File: src/rtl/ct_f_spsram_4096x144_ctrl_if.sv
`default_nettype none
// ============================================================================
// Module   : ct_f_spsram_4096x144_ctrl_if
// Brief    : Request/response bus between upstream logic and the SRAM controller.
// Revision : 1.0
// ============================================================================
interface ct_f_spsram_4096x144_ctrl_if #(
  parameter int ADDR_WIDTH = 12,
  parameter int DATA_WIDTH = 144
);
  logic                  req_vld;
  logic                  req_rdy;
  logic                  req_wr;
  logic [ADDR_WIDTH-1:0] req_addr;
  logic [DATA_WIDTH-1:0] req_wdata;
  logic [DATA_WIDTH-1:0] req_wmask;
  logic                  rsp_vld;
  logic                  rsp_rdy;
  logic [DATA_WIDTH-1:0] rsp_rdata;
  logic                  init_done;

  modport master (
    output req_vld, req_wr, req_addr, req_wdata, req_wmask, rsp_rdy,
    input  req_rdy, rsp_vld, rsp_rdata, init_done
  );

  modport slave (
    input  req_vld, req_wr, req_addr, req_wdata, req_wmask, rsp_rdy,
    output req_rdy, rsp_vld, rsp_rdata, init_done
  );
endinterface
`default_nettype wire

File: src/rtl/ct_f_spsram_4096x144_ctrl.sv
`default_nettype none
// ============================================================================
// Module   : ct_f_spsram_4096x144_ctrl
// Brief    : Valid/ready access controller for the 4096x144 single-port SRAM,
//            with read response FIFO. Macro CT_F_SPSRAM_INIT_CLR_EN adds a
//            zero-clear sweep of the array after reset.
// Revision : 1.0
// ============================================================================
module ct_f_spsram_4096x144_ctrl #(
  parameter int ADDR_WIDTH = 12,
  parameter int DATA_WIDTH = 144,
  parameter int RSP_DEPTH  = 2
) (
  input  wire logic                  forever_cpuclk,
  input  wire logic                  cpurst_b,
  ct_f_spsram_4096x144_ctrl_if.slave bus,
  output logic      [ADDR_WIDTH-1:0] sram_a,
  output logic                       sram_cen,
  output logic                       sram_gwen,
  output logic      [DATA_WIDTH-1:0] sram_wen,
  output logic      [DATA_WIDTH-1:0] sram_d,
  input  wire logic [DATA_WIDTH-1:0] sram_q
);
  localparam int PTR_W = (RSP_DEPTH > 1) ? $clog2(RSP_DEPTH) : 1;
  localparam int CNT_W = PTR_W + 1;

  typedef enum logic [0:0] {
    ST_INIT = 1'b0,
    ST_RUN  = 1'b1
  } state_t;

  state_t                r_state;
  state_t                w_state_nxt;
  logic                  w_clr_active;
  logic                  w_clr_last;
  logic [ADDR_WIDTH-1:0] w_clr_addr;
  logic                  w_accept;
  logic                  w_req_rdy;
  logic                  w_init_done;
  logic                  w_pop;
  logic [CNT_W-1:0]      w_used;

  logic [DATA_WIDTH-1:0] r_mem [RSP_DEPTH];
  logic [PTR_W-1:0]      r_wptr;
  logic [PTR_W-1:0]      r_rptr;
  logic [CNT_W-1:0]      r_cnt;
  logic                  r_rd_pend;

`ifdef CT_F_SPSRAM_INIT_CLR_EN
  logic [ADDR_WIDTH-1:0] r_clr_addr;

  always_ff @(posedge forever_cpuclk or negedge cpurst_b) begin
    if (!cpurst_b) begin
      r_clr_addr <= '0;
    end else if (r_state == ST_INIT) begin
      r_clr_addr <= r_clr_addr + ADDR_WIDTH'(1);
    end
  end

  assign w_clr_active = 1'b1;
  assign w_clr_last   = &r_clr_addr;
  assign w_clr_addr   = r_clr_addr;
`else
  assign w_clr_active = 1'b0;
  assign w_clr_last   = 1'b1;
  assign w_clr_addr   = '0;
`endif

  always_ff @(posedge forever_cpuclk or negedge cpurst_b) begin
    if (!cpurst_b) begin
      r_state <= ST_INIT;
    end else begin
      r_state <= w_state_nxt;
    end
  end

  // A pop in the same cycle frees a credit, so a full FIFO being drained
  // still admits a new read and reads stream at one per cycle.
  assign w_pop  = (r_cnt != '0) & bus.rsp_rdy;
  assign w_used = r_cnt + CNT_W'(r_rd_pend) - CNT_W'(w_pop);

  always_comb begin
    w_state_nxt = r_state;
    w_init_done = 1'b0;
    w_req_rdy   = 1'b0;
    w_accept    = 1'b0;
    sram_a      = bus.req_addr;
    sram_d      = bus.req_wdata;
    sram_cen    = 1'b1;
    sram_gwen   = 1'b1;
    sram_wen    = '1;
    case (r_state)
      ST_INIT: begin
        // Reset also holds r_state in INIT, so gate the sweep to keep pins idle.
        if (w_clr_active && cpurst_b) begin
          sram_a    = w_clr_addr;
          sram_d    = '0;
          sram_cen  = 1'b0;
          sram_gwen = 1'b0;
          sram_wen  = '0;
        end
        if (w_clr_last) begin
          w_state_nxt = ST_RUN;
        end
      end
      ST_RUN: begin
        w_init_done = 1'b1;
        w_req_rdy   = (w_used < CNT_W'(RSP_DEPTH));
        w_accept    = bus.req_vld & w_req_rdy;
        if (w_accept) begin
          sram_cen = 1'b0;
          if (bus.req_wr) begin
            sram_gwen = 1'b0;
            sram_wen  = ~bus.req_wmask;
          end
        end
      end
      default: w_state_nxt = ST_INIT;
    endcase
  end

  always_ff @(posedge forever_cpuclk or negedge cpurst_b) begin
    if (!cpurst_b) begin
      for (int i = 0; i < RSP_DEPTH; i++) begin
        r_mem[i] <= '0;
      end
      r_wptr    <= '0;
      r_rptr    <= '0;
      r_cnt     <= '0;
      r_rd_pend <= 1'b0;
    end else begin
      r_rd_pend <= w_accept & ~bus.req_wr;
      if (r_rd_pend) begin
        r_mem[r_wptr] <= sram_q;
        r_wptr        <= r_wptr + PTR_W'(1);
      end
      if (w_pop) begin
        r_rptr <= r_rptr + PTR_W'(1);
      end
      r_cnt <= r_cnt + CNT_W'(r_rd_pend) - CNT_W'(w_pop);
    end
  end

  assign bus.req_rdy   = w_req_rdy;
  assign bus.init_done = w_init_done;
  assign bus.rsp_vld   = (r_cnt != '0);
  assign bus.rsp_rdata = r_mem[r_rptr];

endmodule
`default_nettype wire

File: src/flat_wrapper.sv
// flat-port wrapper written by rule: the top's interface ports become plain ports
module ct_f_spsram_4096x144_ctrl_flat 
#(
  parameter int ADDR_WIDTH = 12,
  parameter int DATA_WIDTH = 144,
  parameter int RSP_DEPTH  = 2
)
  (forever_cpuclk, cpurst_b, sram_a, sram_cen, sram_gwen, sram_wen, sram_d, sram_q, bus_req_vld, bus_req_wr, bus_req_addr, bus_req_wdata, bus_req_wmask, bus_rsp_rdy, bus_req_rdy, bus_rsp_vld, bus_rsp_rdata, bus_init_done);
  ct_f_spsram_4096x144_ctrl_if #(.ADDR_WIDTH(ADDR_WIDTH), .DATA_WIDTH(DATA_WIDTH)) bus_i ();
  input  wire logic forever_cpuclk;
  input  wire logic cpurst_b;
  output logic      [ADDR_WIDTH-1:0] sram_a;
  output logic sram_cen;
  output logic sram_gwen;
  output logic      [DATA_WIDTH-1:0] sram_wen;
  output logic      [DATA_WIDTH-1:0] sram_d;
  input  wire logic [DATA_WIDTH-1:0] sram_q;
  input wire logic [$bits(bus_i.req_vld)-1:0] bus_req_vld;
  input wire logic [$bits(bus_i.req_wr)-1:0] bus_req_wr;
  input wire logic [$bits(bus_i.req_addr)-1:0] bus_req_addr;
  input wire logic [$bits(bus_i.req_wdata)-1:0] bus_req_wdata;
  input wire logic [$bits(bus_i.req_wmask)-1:0] bus_req_wmask;
  input wire logic [$bits(bus_i.rsp_rdy)-1:0] bus_rsp_rdy;
  output wire logic [$bits(bus_i.req_rdy)-1:0] bus_req_rdy;
  output wire logic [$bits(bus_i.rsp_vld)-1:0] bus_rsp_vld;
  output wire logic [$bits(bus_i.rsp_rdata)-1:0] bus_rsp_rdata;
  output wire logic [$bits(bus_i.init_done)-1:0] bus_init_done;
  assign bus_i.req_vld = bus_req_vld;
  assign bus_i.req_wr = bus_req_wr;
  assign bus_i.req_addr = bus_req_addr;
  assign bus_i.req_wdata = bus_req_wdata;
  assign bus_i.req_wmask = bus_req_wmask;
  assign bus_i.rsp_rdy = bus_rsp_rdy;
  assign bus_req_rdy = bus_i.req_rdy;
  assign bus_rsp_vld = bus_i.rsp_vld;
  assign bus_rsp_rdata = bus_i.rsp_rdata;
  assign bus_init_done = bus_i.init_done;
  ct_f_spsram_4096x144_ctrl #(.ADDR_WIDTH(ADDR_WIDTH), .DATA_WIDTH(DATA_WIDTH), .RSP_DEPTH(RSP_DEPTH)) u_core (.forever_cpuclk(forever_cpuclk), .cpurst_b(cpurst_b), .bus(bus_i), .sram_a(sram_a), .sram_cen(sram_cen), .sram_gwen(sram_gwen), .sram_wen(sram_wen), .sram_d(sram_d), .sram_q(sram_q));
endmodule
File: config.mk
export PLATFORM = sky130hd
export DESIGN_NAME = ct_f_spsram_4096x144_ctrl_flat
export DESIGN_NICKNAME = d
export VERILOG_FILES = /design/src/rtl/ct_f_spsram_4096x144_ctrl_if.sv /design/src/rtl/ct_f_spsram_4096x144_ctrl.sv /design/src/flat_wrapper.sv
export SDC_FILE = /design/constraint.sdc
export NUM_CORES = 1
export LEC_CHECK = 0
export CAP_MARGIN = 5
export CORE_AREA = 2 2 354 356
export CTS_BUF_LIST = sky130_fd_sc_hd__clkbuf_8
export CTS_CLUSTER_SIZE = 8
export DETAILED_ROUTE_END_ITERATION = 8
export DIE_AREA = 0 0 356 358
export GPL_ROUTABILITY_DRIVEN = 1
export GPL_TIMING_DRIVEN = 0
export RECOVER_POWER = 100
export SLEW_MARGIN = 20
export SYNTH_ARGS = -nofsm -noshare
export SYNTH_HDL_FRONTEND = slang
export SYNTH_SLANG_ARGS = --single-unit
File: constraint.sdc
create_clock -name forever_cpuclk -period 3.4 [get_ports forever_cpuclk]
set_input_delay 0.34 -clock forever_cpuclk [delete_from_list [all_inputs] [get_ports forever_cpuclk]]
set_output_delay 0.34 -clock forever_cpuclk [all_outputs]
set_load 0.005 [all_outputs]
==> flow_summary.html, run 1 <==
<table>
<tr><th>Metric</th><th>Value</th></tr>
<tr><th colspan="2">Timing</th></tr>
<tr><td>Slew margin rel.</td><td>-0.376</td></tr>
<tr><td>Final period util</td><td>0.996</td></tr>
<tr><td>Minimum period implied by the final worst setup slack</td><td>3.39 ns</td></tr>
<tr><td>Post-layout worst setup margin</td><td>0.0132 ns</td></tr>
<tr><td>Final Hold Vio Count</td><td>0</td></tr>
<tr><td>Total setup violations reported at the end of the flow</td><td>0</td></tr>
<tr><td>RSZ-0062 raised after global routing</td><td>yes</td></tr>
<tr><td>Setup TNS</td><td>0 ns</td></tr>
<tr><td>Fin Clk Skew</td><td>~0.028 ns</td></tr>
<tr><td>Max Clock Freq</td><td>295 MHz</td></tr>
<tr><td>Least-Margin Pin Slew</td><td>just over 2 ns</td></tr>
<tr><td>Final slew viol count</td><td>77</td></tr>
<tr><td>Post-Route Hold Slack</td><td>approximately 0.32 ns</td></tr>
<tr><th colspan="2">GRT</th></tr>
<tr><td>Wire length of the first global-routing pass</td><td>between 100000 and 150000 um</td></tr>
<tr><td>Pin count of the biggest net entering global routing</td><td>91</td></tr>
<tr><td>Total grt overflow</td><td>0</td></tr>
<tr><td>Total Routing Usage GR</td><td>0.146</td></tr>
<tr><td>Antenna violations before repair</td><td>10</td></tr>
<tr><td>Number of global-route vias before repair</td><td>13.4k</td></tr>
<tr><th colspan="2">Pwr</th></tr>
<tr><td>Total Power</td><td>a little under 20 mW</td></tr>
<tr><td>Worst IR drop on VDD</td><td>just over 0.5 mV</td></tr>
<tr><td>Static Leakage</td><td>between 10 and 15 nW</td></tr>
<tr><td>Ratio of total power to cell area</td><td>770 nW/um^2</td></tr>
<tr><th colspan="2">Detailed routing</th></tr>
<tr><td>Total number of vias</td><td>around 13k</td></tr>
<tr><td>DR iter-0 viols</td><td>581</td></tr>
<tr><td>Routed len/inst</td><td>27.0 um</td></tr>
<tr><td>Iteration count of the initial detailed-routing pass</td><td>4</td></tr>
<tr><td>Per-cell via count in the routed design</td><td>3.52</td></tr>
<tr><td>DRC violations left</td><td>0</td></tr>
<tr><td>Total wire length after detailed routing</td><td>97800 um</td></tr>
<tr><td>Routed Antenna Nets</td><td>0</td></tr>
<tr><th colspan="2">Setup path</th></tr>
<tr><td>Worst setup path category</td><td>register to output port</td></tr>
<tr><td>Startpoint of the worst-slack reg-to-reg timing path</td><td>u_core.r_rd_pend</td></tr>
<tr><td>Required arrival time at the worst endpoint</td><td>between 3 and 4 ns</td></tr>
<tr><td>Reg2reg setup slack</td><td>0.45 ns</td></tr>
<tr><td>Critical path fanouts, max</td><td>8</td></tr>
<tr><td>Data arrival time of the worst path</td><td>3.05 ns</td></tr>
<tr><td>Sort of element at the end of the critical path</td><td>output port</td></tr>
<tr><td>End of the worst register-to-register path</td><td>u_core.r_mem[230]</td></tr>
<tr><td>Number of cells on the worst reg-to-reg path</td><td>5</td></tr>
<tr><td>Startpoint Class</td><td>register</td></tr>
<tr><th colspan="2">Synth</th></tr>
<tr><td>Leading post-synthesis cells by cell area</td><td>dfrtp_1, mux2_2, buf_4</td></tr>
<tr><td>Synth cell types</td><td>21</td></tr>
<tr><td>Number of synthesis warnings</td><td>0</td></tr>
<tr><td>Sequential element share of the synthesized area</td><td>0.493</td></tr>
<tr><td>Synth async-reset ratio</td><td>1.00</td></tr>
<tr><td>Mapped Cells</td><td>1139</td></tr>
<tr><td>Most frequently used cell type in the post-synthesis netlist</td><td>mux2_2</td></tr>
<tr><td>Number of storage elements in the synthesis netlist</td><td>294</td></tr>
<tr><td>Syn Area/Cell</td><td>13.1 sq um</td></tr>
<tr><td>Library cell with the largest summed area after synthesis</td><td>dfrtp_1</td></tr>
<tr><td>Top-area cell type share of the netlist area</td><td>0.493</td></tr>
<tr><td>Net count of the mapped netlist</td><td>1590</td></tr>
<tr><td>Commonest cells in the netlist</td><td>mux2_2, dfrtp_1, buf_4, nand4_1, mux2_1</td></tr>
<tr><td>Commonest register cell after synthesis</td><td>dfrtp_1</td></tr>
<tr><td>Post-synth EDFFs</td><td>0</td></tr>
<tr><td>Mapped cell area</td><td>14900 sq um</td></tr>
<tr><th colspan="2">CTS</th></tr>
<tr><td>TritonCTS buffer count</td><td>52</td></tr>
<tr><td>Buffers from clock root to sink, at most</td><td>3</td></tr>
<tr><td>Clock sink count</td><td>294</td></tr>
<tr><td>Clock tree from TritonCTS</td><td>yes</td></tr>
<tr><td>Clk Latency, worst-skew pair</td><td>0.64 ns</td></tr>
<tr><td>H-tree depth</td><td>2</td></tr>
<tr><td>Cell at the root of the clock tree</td><td>clkbuf_8</td></tr>
<tr><td>Register clock-pin slew on the reported worst setup and hold paths</td><td>0.06 ns</td></tr>
<tr><th colspan="2">Placed design</th></tr>
<tr><td>Half-perimeter wire length of the detailed placement result</td><td>around 86000 um</td></tr>
<tr><td>Final estimated routing congestion in global placement</td><td>1.03</td></tr>
<tr><td>Inst Count DP</td><td>3519</td></tr>
<tr><td>Worst Setup Slack post-DPL</td><td>-0.786 ns</td></tr>
<tr><td>IO Port Bufs</td><td>740</td></tr>
<tr><th colspan="2">Die</th></tr>
<tr><td>Starting utilization of the core area</td><td>0.121</td></tr>
<tr><td>Die Height</td><td>about 360 um</td></tr>
<tr><td>Number of core rows</td><td>129</td></tr>
<tr><td>Area of the core</td><td>123000 sq um</td></tr>
<tr><td>Die Span X</td><td>356 um</td></tr>
<tr><td>Top Ports</td><td>898</td></tr>
<tr><td>Die Outline Area</td><td>127000 sq um</td></tr>
<tr><th colspan="2">Worst hold path</th></tr>
<tr><td>Worst Hold Endpoint</td><td>u_core.r_mem[270]</td></tr>
<tr><td>Worst hold stages</td><td>2</td></tr>
<tr><td>Hold path startpoint</td><td>sram_q[126]</td></tr>
<tr><td>Tightest Hold Check Type</td><td>input pin to register</td></tr>
<tr><th colspan="2">Run status</th></tr>
<tr><td>Violations in the final reports</td><td>max-capacitance violations, max-slew violations</td></tr>
<tr><td>Result of the run</td><td>complete, but fails checks</td></tr>
<tr><th colspan="2">Layout</th></tr>
<tr><td>Final net count</td><td>2393</td></tr>
<tr><td>Area grow syn2layout</td><td>70.2%</td></tr>
<tr><td>Post-Layout Cell Count</td><td>3628</td></tr>
<tr><td>Fraction of layout cells with a size suffix above 1</td><td>0.377</td></tr>
<tr><th colspan="2">Flow run</th></tr>
<tr><td>Reported max-cap violation count</td><td>1</td></tr>
</table>
## critical path, cell delays in order (launching register included)
cell and delay, ns:
dfrtp_1 0.39, o21a_1 0.21, ha_1 0.28, inv_1 0.04, ha_2 0.15, xnor3_2 0.23, buf_12 0.15, buf_12 0.15
buf_12 0.12, nand4_1 0.37, buf_2 0.29
## state kept, by name, summed over array words and instances (netlist names)
signal,count
u_core.r_wptr,1
u_core.r_state,1
u_core.r_cnt,2
u_core.r_rd_pend,1
u_core.r_mem,288
u_core.r_rptr,1
## metrics by stage
stage	utilization	area (sq um)
after CTS	0.206	25400
final	0.206	25400
after global placement	0.198	24400
after global routing	0.206	25400
after floorplan	-	14900
after detailed placement	0.198	24500
## cell families (layout without fill, tap and decap cells)
group,count (synthesis),after routing,synth area share
multiplexers,432,432,0.326
flip-flops,294,294,0.493
buffers and inverters,254,1101,0.112
AND/OR/NAND/NOR,152,152,0.0635
XOR/XNOR,3,3,0.00269
adder cells (fa/ha/maj),2,2,0.00168
other,1,6,0.000252
AO/OA/AOI/OAI,1,1,0.000504
## power breakdown
group | internal (mW) | total, mW | switching (mW)
combinational | 5.96 | 10.1 | 4.09
clock | 1.91 | 3.46 | 1.56
sequential | 5.25 | 6.01 | 0.762
## area by class of cell
type | instances | area, sq um
fill | 13504 | 97900
sequential | 294 | 7360
timing repair buffer | 749 | 7230
multi-input combinational | 591 | 5890
tap | 1637 | 2050
buffer | 251 | 1700
clock buffer | 69 | 950
clock inverter | 29 | 179
antenna | 5 | 12.5
inverter | 3 | 11.3
## what timing repair did
item                                    4_1_cts  5_1_grt
endpoints found under the setup margin      183       32
hold buffers                                  1        0
resized for setup                           492       23
cloned                                        1        0
setup buffers                                 2        2
endpoints found under the hold margin        75        0
pin swaps                                    15        2
## worst max path at each step
| stage | from | endpoint | slack (ns) | depth (start not counted) |
|---|---|---|---|---|
| CTS | u_core.r_cnt[1] | sram_wen[42] | -0.05 | 10 |
| global route | u_core.r_cnt[1] | sram_wen[42] | -0.03 | 10 |
| global placement | cpurst_b | u_core.r_mem[286] | -11.79 | 1 |
| floorplan | u_core.r_cnt[1] | sram_wen[136] | 1.29 | 8 |
| finish | u_core.r_cnt[1] | sram_wen[42] | 0.01 | 10 |
| detailed placement | bus_rsp_rdy | sram_wen[9] | -0.79 | 9 |
## placed cells by master, fill, tap and decap left out, types with 2 or more instances in the layout
master and instances:
buf_2 78, xor2_1 2, clkdlybuf4s15_1 13, clkinvlp_4 2, inv_1 21, clkbuf_1 40
diode_2 5, mux2_1 70, nand4_1 144, buf_6 11, clkbuf_8 69, nand2_1 2
clkdlybuf4s15_2 12, dlygate4sd3_1 157, clkdlybuf4s50_1 437, clkbuf_2 13, clkbuf_4 8, and2_1 2
buf_12 4, mux2_2 362, dlygate4sd2_1 49, clkinv_2 5, dfrtp_1 294, buf_4 171
buf_16 3, buf_8 3
## per-layer routing
layer,vias up,share of wire,track usage
li1,5602,-,-
met1,6359,0.37,0.156
met2,648,0.49,0.251
met3,158,0.076,0.0452
met4,2,0.069,0.0905
met5,-,0.00016,0
Power figures use the tool's default switching activity.
==> inputs of run 2 (changes only) <==
Settings changed: CTS_BUF_LIST sky130_fd_sc_hd__clkbuf_8 to sky130_fd_sc_hd__clkbuf_4 sky130_fd_sc_hd__clkbuf_8.
==> run 2 against run 1 <==
The run still ends with max-capacitance violations, max-slew violations left. Critical endpoint unchanged. Final cell count about the same. Sequential power is essentially flat. Via count shrank 0.15%.
==> flow_summary.html, run 2 (same netlist as run 1, synthesis figures left out) <==
<table>
<tr><th>Metric</th><th>Value</th></tr>
<tr><th colspan="2">Run status</th></tr>
<tr><td>Result of the run</td><td>complete, but fails checks</td></tr>
<tr><td>Violations in the final reports</td><td>max-capacitance violations, max-slew violations</td></tr>
<tr><th colspan="2">Setup path</th></tr>
<tr><td>Startpoint Class</td><td>register</td></tr>
<tr><td>Setup crit start</td><td>u_core.r_cnt[1]</td></tr>
<tr><td>Max stage delay cell, worst path</td><td>dfrtp_1</td></tr>
<tr><td>Data arrival time of the worst path</td><td>3.04 ns (about the same)</td></tr>
<tr><td>Cell class contributing the biggest share of worst-path delay</td><td>buffers and inverters</td></tr>
<tr><td>Critical path fanouts, max</td><td>8 (unchanged)</td></tr>
<tr><td>Startpoint of the worst-slack reg-to-reg timing path</td><td>u_core.r_rd_pend</td></tr>
<tr><td>Dominant cell type by count on the critical path</td><td>buf_12</td></tr>
<tr><td>Delay contributed by the slowest stage of the critical path</td><td>0.39 ns (about the same)</td></tr>
<tr><td>Sort of element at the end of the critical path</td><td>output port</td></tr>
<tr><td>Worst setup path category</td><td>register to output port</td></tr>
<tr><td>Sequence of cells on the critical path</td><td>o21a_1 -&gt; ha_1 -&gt; inv_1 -&gt; ha_2 -&gt; xnor3_2 -&gt; buf_12 -&gt; buf_12 -&gt; buf_12 -&gt; nand4_1 -&gt; buf_2</td></tr>
<tr><td>Count of buffering cells on the critical path with inverters included</td><td>5 (unchanged)</td></tr>
<tr><td>Required arrival time at the worst endpoint</td><td>3.06 ns (about the same)</td></tr>
<tr><th colspan="2">Layout</th></tr>
<tr><td>Highest-count cells in the layout ignoring fill and taps</td><td>clkdlybuf4s50_1, mux2_2, dfrtp_1, buf_4, dlygate4sd3_1</td></tr>
<tr><td>Area grow syn2layout</td><td>70.6%</td></tr>
<tr><td>Final instance area</td><td>25400 sq um (+0.21%)</td></tr>
<tr><td>Number of filler instances in the final layout</td><td>13.5k (-0.13%)</td></tr>
<tr><td>Register with the highest flop count</td><td>u_core.r_mem</td></tr>
<tr><td>Regs by FF count</td><td>u_core.r_mem: 288 flops, u_core.r_cnt: 2 flops</td></tr>
<tr><td>Number of flip-flops in the largest register</td><td>288 (unchanged)</td></tr>
<tr><td>Post-Layout Cell Count</td><td>3629 (+0.028%)</td></tr>
<tr><td>Fraction of layout cells with a size suffix above 1</td><td>0.386 (+0.00906)</td></tr>
<tr><td>Final net count</td><td>2393 (unchanged)</td></tr>
<tr><td>Leading cell type in the layout, fill and taps excluded</td><td>clkdlybuf4s50_1</td></tr>
<tr><th colspan="2">CTS</th></tr>
<tr><td>H-tree depth</td><td>2 (unchanged)</td></tr>
<tr><td>Clock sink count</td><td>294 (unchanged)</td></tr>
<tr><td>Buffers from clock root to sink, at most</td><td>3 (unchanged)</td></tr>
<tr><td>Cell at the root of the clock tree</td><td>clkbuf_8</td></tr>
<tr><td>TritonCTS buffer count</td><td>52 (unchanged)</td></tr>
<tr><td>Clock tree from TritonCTS</td><td>yes</td></tr>
<tr><td>Register clock-pin slew on the reported worst setup and hold paths</td><td>0.06 ns (about the same)</td></tr>
<tr><td>Clk Latency, worst-skew pair</td><td>0.64 ns (about the same)</td></tr>
<tr><th colspan="2">Placed design</th></tr>
<tr><td>Half-perimeter wire length of the detailed placement result</td><td>85900 um (unchanged)</td></tr>
<tr><td>IO Port Bufs</td><td>740 (unchanged)</td></tr>
<tr><td>Worst Setup Slack post-DPL</td><td>-0.786 ns (unchanged)</td></tr>
<tr><td>Post-DP Area</td><td>24500 sq um (unchanged)</td></tr>
<tr><td>Final estimated routing congestion in global placement</td><td>1.03 (unchanged)</td></tr>
<tr><td>Inst Count DP</td><td>3519 (unchanged)</td></tr>
<tr><th colspan="2">Detailed routing</th></tr>
<tr><td>Per-cell via count in the routed design</td><td>3.51 (-0.18%)</td></tr>
<tr><td>Routed Antenna Nets</td><td>0 (unchanged)</td></tr>
<tr><td>Total wire length after detailed routing</td><td>97800 um (about the same)</td></tr>
<tr><td>Total number of vias</td><td>12.8k (-0.15%)</td></tr>
<tr><td>DRC violations left</td><td>0 (unchanged)</td></tr>
<tr><td>DR iter-0 viols</td><td>629 (+8.3%)</td></tr>
<tr><td>Routed len/inst</td><td>27.0 um (about the same)</td></tr>
<tr><td>Iteration count of the initial detailed-routing pass</td><td>5 (+1)</td></tr>
<tr><th colspan="2">Pwr</th></tr>
<tr><td>Total Power</td><td>19.7 mW (+0.98%)</td></tr>
<tr><td>Ratio of total power to cell area</td><td>776 nW/um^2 (+0.76%)</td></tr>
<tr><td>Static Leakage</td><td>10.0 nW (-0.20%)</td></tr>
<tr><td>Worst IR drop on VDD</td><td>0.507 mV (-0.27%)</td></tr>
<tr><th colspan="2">Die</th></tr>
<tr><td>Top Ports</td><td>898 (unchanged)</td></tr>
<tr><td>Die Span X</td><td>356 um (unchanged)</td></tr>
<tr><td>Starting utilization of the core area</td><td>0.121 (unchanged)</td></tr>
<tr><td>Number of core rows</td><td>129 (unchanged)</td></tr>
<tr><td>Area of the core</td><td>123000 sq um (unchanged)</td></tr>
<tr><td>Die Outline Area</td><td>127000 sq um (unchanged)</td></tr>
<tr><td>Die Height</td><td>358 um (unchanged)</td></tr>
<tr><th colspan="2">Timing</th></tr>
<tr><td>Slew margin rel.</td><td>-0.371 (+0.00471)</td></tr>
<tr><td>Fin Clk Skew</td><td>0.0247 ns (-0.00319 ns)</td></tr>
<tr><td>Minimum period implied by the final worst setup slack</td><td>3.38 ns (-0.0113 ns)</td></tr>
<tr><td>Total setup violations reported at the end of the flow</td><td>0 (unchanged)</td></tr>
<tr><td>Least-Margin Pin Slew</td><td>2.06 ns (-0.00706 ns)</td></tr>
<tr><td>Setup TNS</td><td>0 ns (unchanged)</td></tr>
<tr><td>Final period util</td><td>0.993 (-0.00332)</td></tr>
<tr><td>RSZ-0062 raised after global routing</td><td>yes</td></tr>
<tr><td>Final Hold Vio Count</td><td>0 (unchanged)</td></tr>
<tr><td>Max Clock Freq</td><td>296 MHz (+0.33%)</td></tr>
<tr><td>Post-layout worst setup margin</td><td>0.0245 ns (+0.0113 ns)</td></tr>
<tr><td>Final slew viol count</td><td>77 (unchanged)</td></tr>
<tr><th colspan="2">GRT</th></tr>
<tr><td>Total Routing Usage GR</td><td>0.146 (about the same)</td></tr>
<tr><td>Total grt overflow</td><td>0 (unchanged)</td></tr>
<tr><td>Number of global-route vias before repair</td><td>13.4k (+0.022%)</td></tr>
<tr><td>Pin count of the biggest net entering global routing</td><td>91 (unchanged)</td></tr>
<tr><td>Antenna violations before repair</td><td>10 (unchanged)</td></tr>
<tr><td>Wire length of the first global-routing pass</td><td>124000 um (about the same)</td></tr>
<tr><th colspan="2">Worst hold path</th></tr>
<tr><td>Hold path startpoint</td><td>sram_q[126]</td></tr>
<tr><td>Tightest Hold Check Type</td><td>input pin to register</td></tr>
<tr><th colspan="2">Flow run</th></tr>
<tr><td>Reported max-cap violation count</td><td>1 (unchanged)</td></tr>
</table>
-- run 2: cell types whose count changed in the layout (fill, tap and decap cells not counted) --
cell,before,now
clkbuf_4,8,26
inv_1,21,3
buf_16,3,2
buf_6,11,12
diode_2,5,6
-- run 2: what timing repair did --
action / CTS / global route
hold buffers: 1 / 0
pin swaps: 15 / 2
gates cloned: 1 / 0
resized for setup: 492 / 23
endpoints found under the setup margin: 183 / 32
endpoints found under the hold margin: 75 / 0
buffers inserted: 2 / 2
-- run 2: area by class of cell --
cell class | count | area (sq um) | area share
diodes | 6 | 15.0 | 0.000590
plain buffers | 251 | 1700 | 0.0667
clock buffers | 87 | 1080 | 0.0427
clock inverters | 11 | 111 | 0.00438
inverters | 3 | 11.3 | 0.000443
multi-input cells | 591 | 5890 | 0.232
flip-flops and latches | 294 | 7360 | 0.289
well taps | 1637 | 2050 | 0.0805
repair buffers | 749 | 7210 | 0.284
-- run 2: report_power, final --
part	internal, mW	total (mW)	switching, mW
logic	5.96	10.1	4.09
registers	5.25	6.01	0.759
clock network	2.11	3.66	1.56
-- run 2: worst reg2reg max path: stages (launching register included) --
cell,delay (ns)
dfrtp_1,0.42
nor2b_1,0.15
clkbuf_1,0.73
clkbuf_1,0.57
clkbuf_1,0.57
mux2_1,0.39
-- run 2: worst paths after layout --
kind                       slack [ns]                end  depth (start not counted)
setup / recovery                 0.02       sram_wen[42]                         10
hold / removal                   0.32  u_core.r_mem[270]                          2
setup reg to reg                 0.44  u_core.r_mem[230]                          5
hold reg to reg                  0.48  u_core.r_mem[283]                          1
max in group asynchronous        0.44  u_core.r_mem[278]                          4
min in group asynchronous        0.85   u_core.r_mem[70]                          2
-- run 2: through the flow --
stage	util	hold WS (ns)
6_report	0.206	0.324
5_1_grt	0.206	0.276
4_1_cts	0.207	0.214
3_5_place_dp	0.198	0.374
3_3_place_gp	0.198	0.464
2_1_floorplan	-	0.0444
-- run 2: layer usage --
metal	global-route usage	wire [um]	vias up
met4	0.0905	6700	2
met1	0.156	35800	6320
li1	-	-	5609
met2	0.251	47700	667
met3	0.0452	7620	152
met5	0	16	-
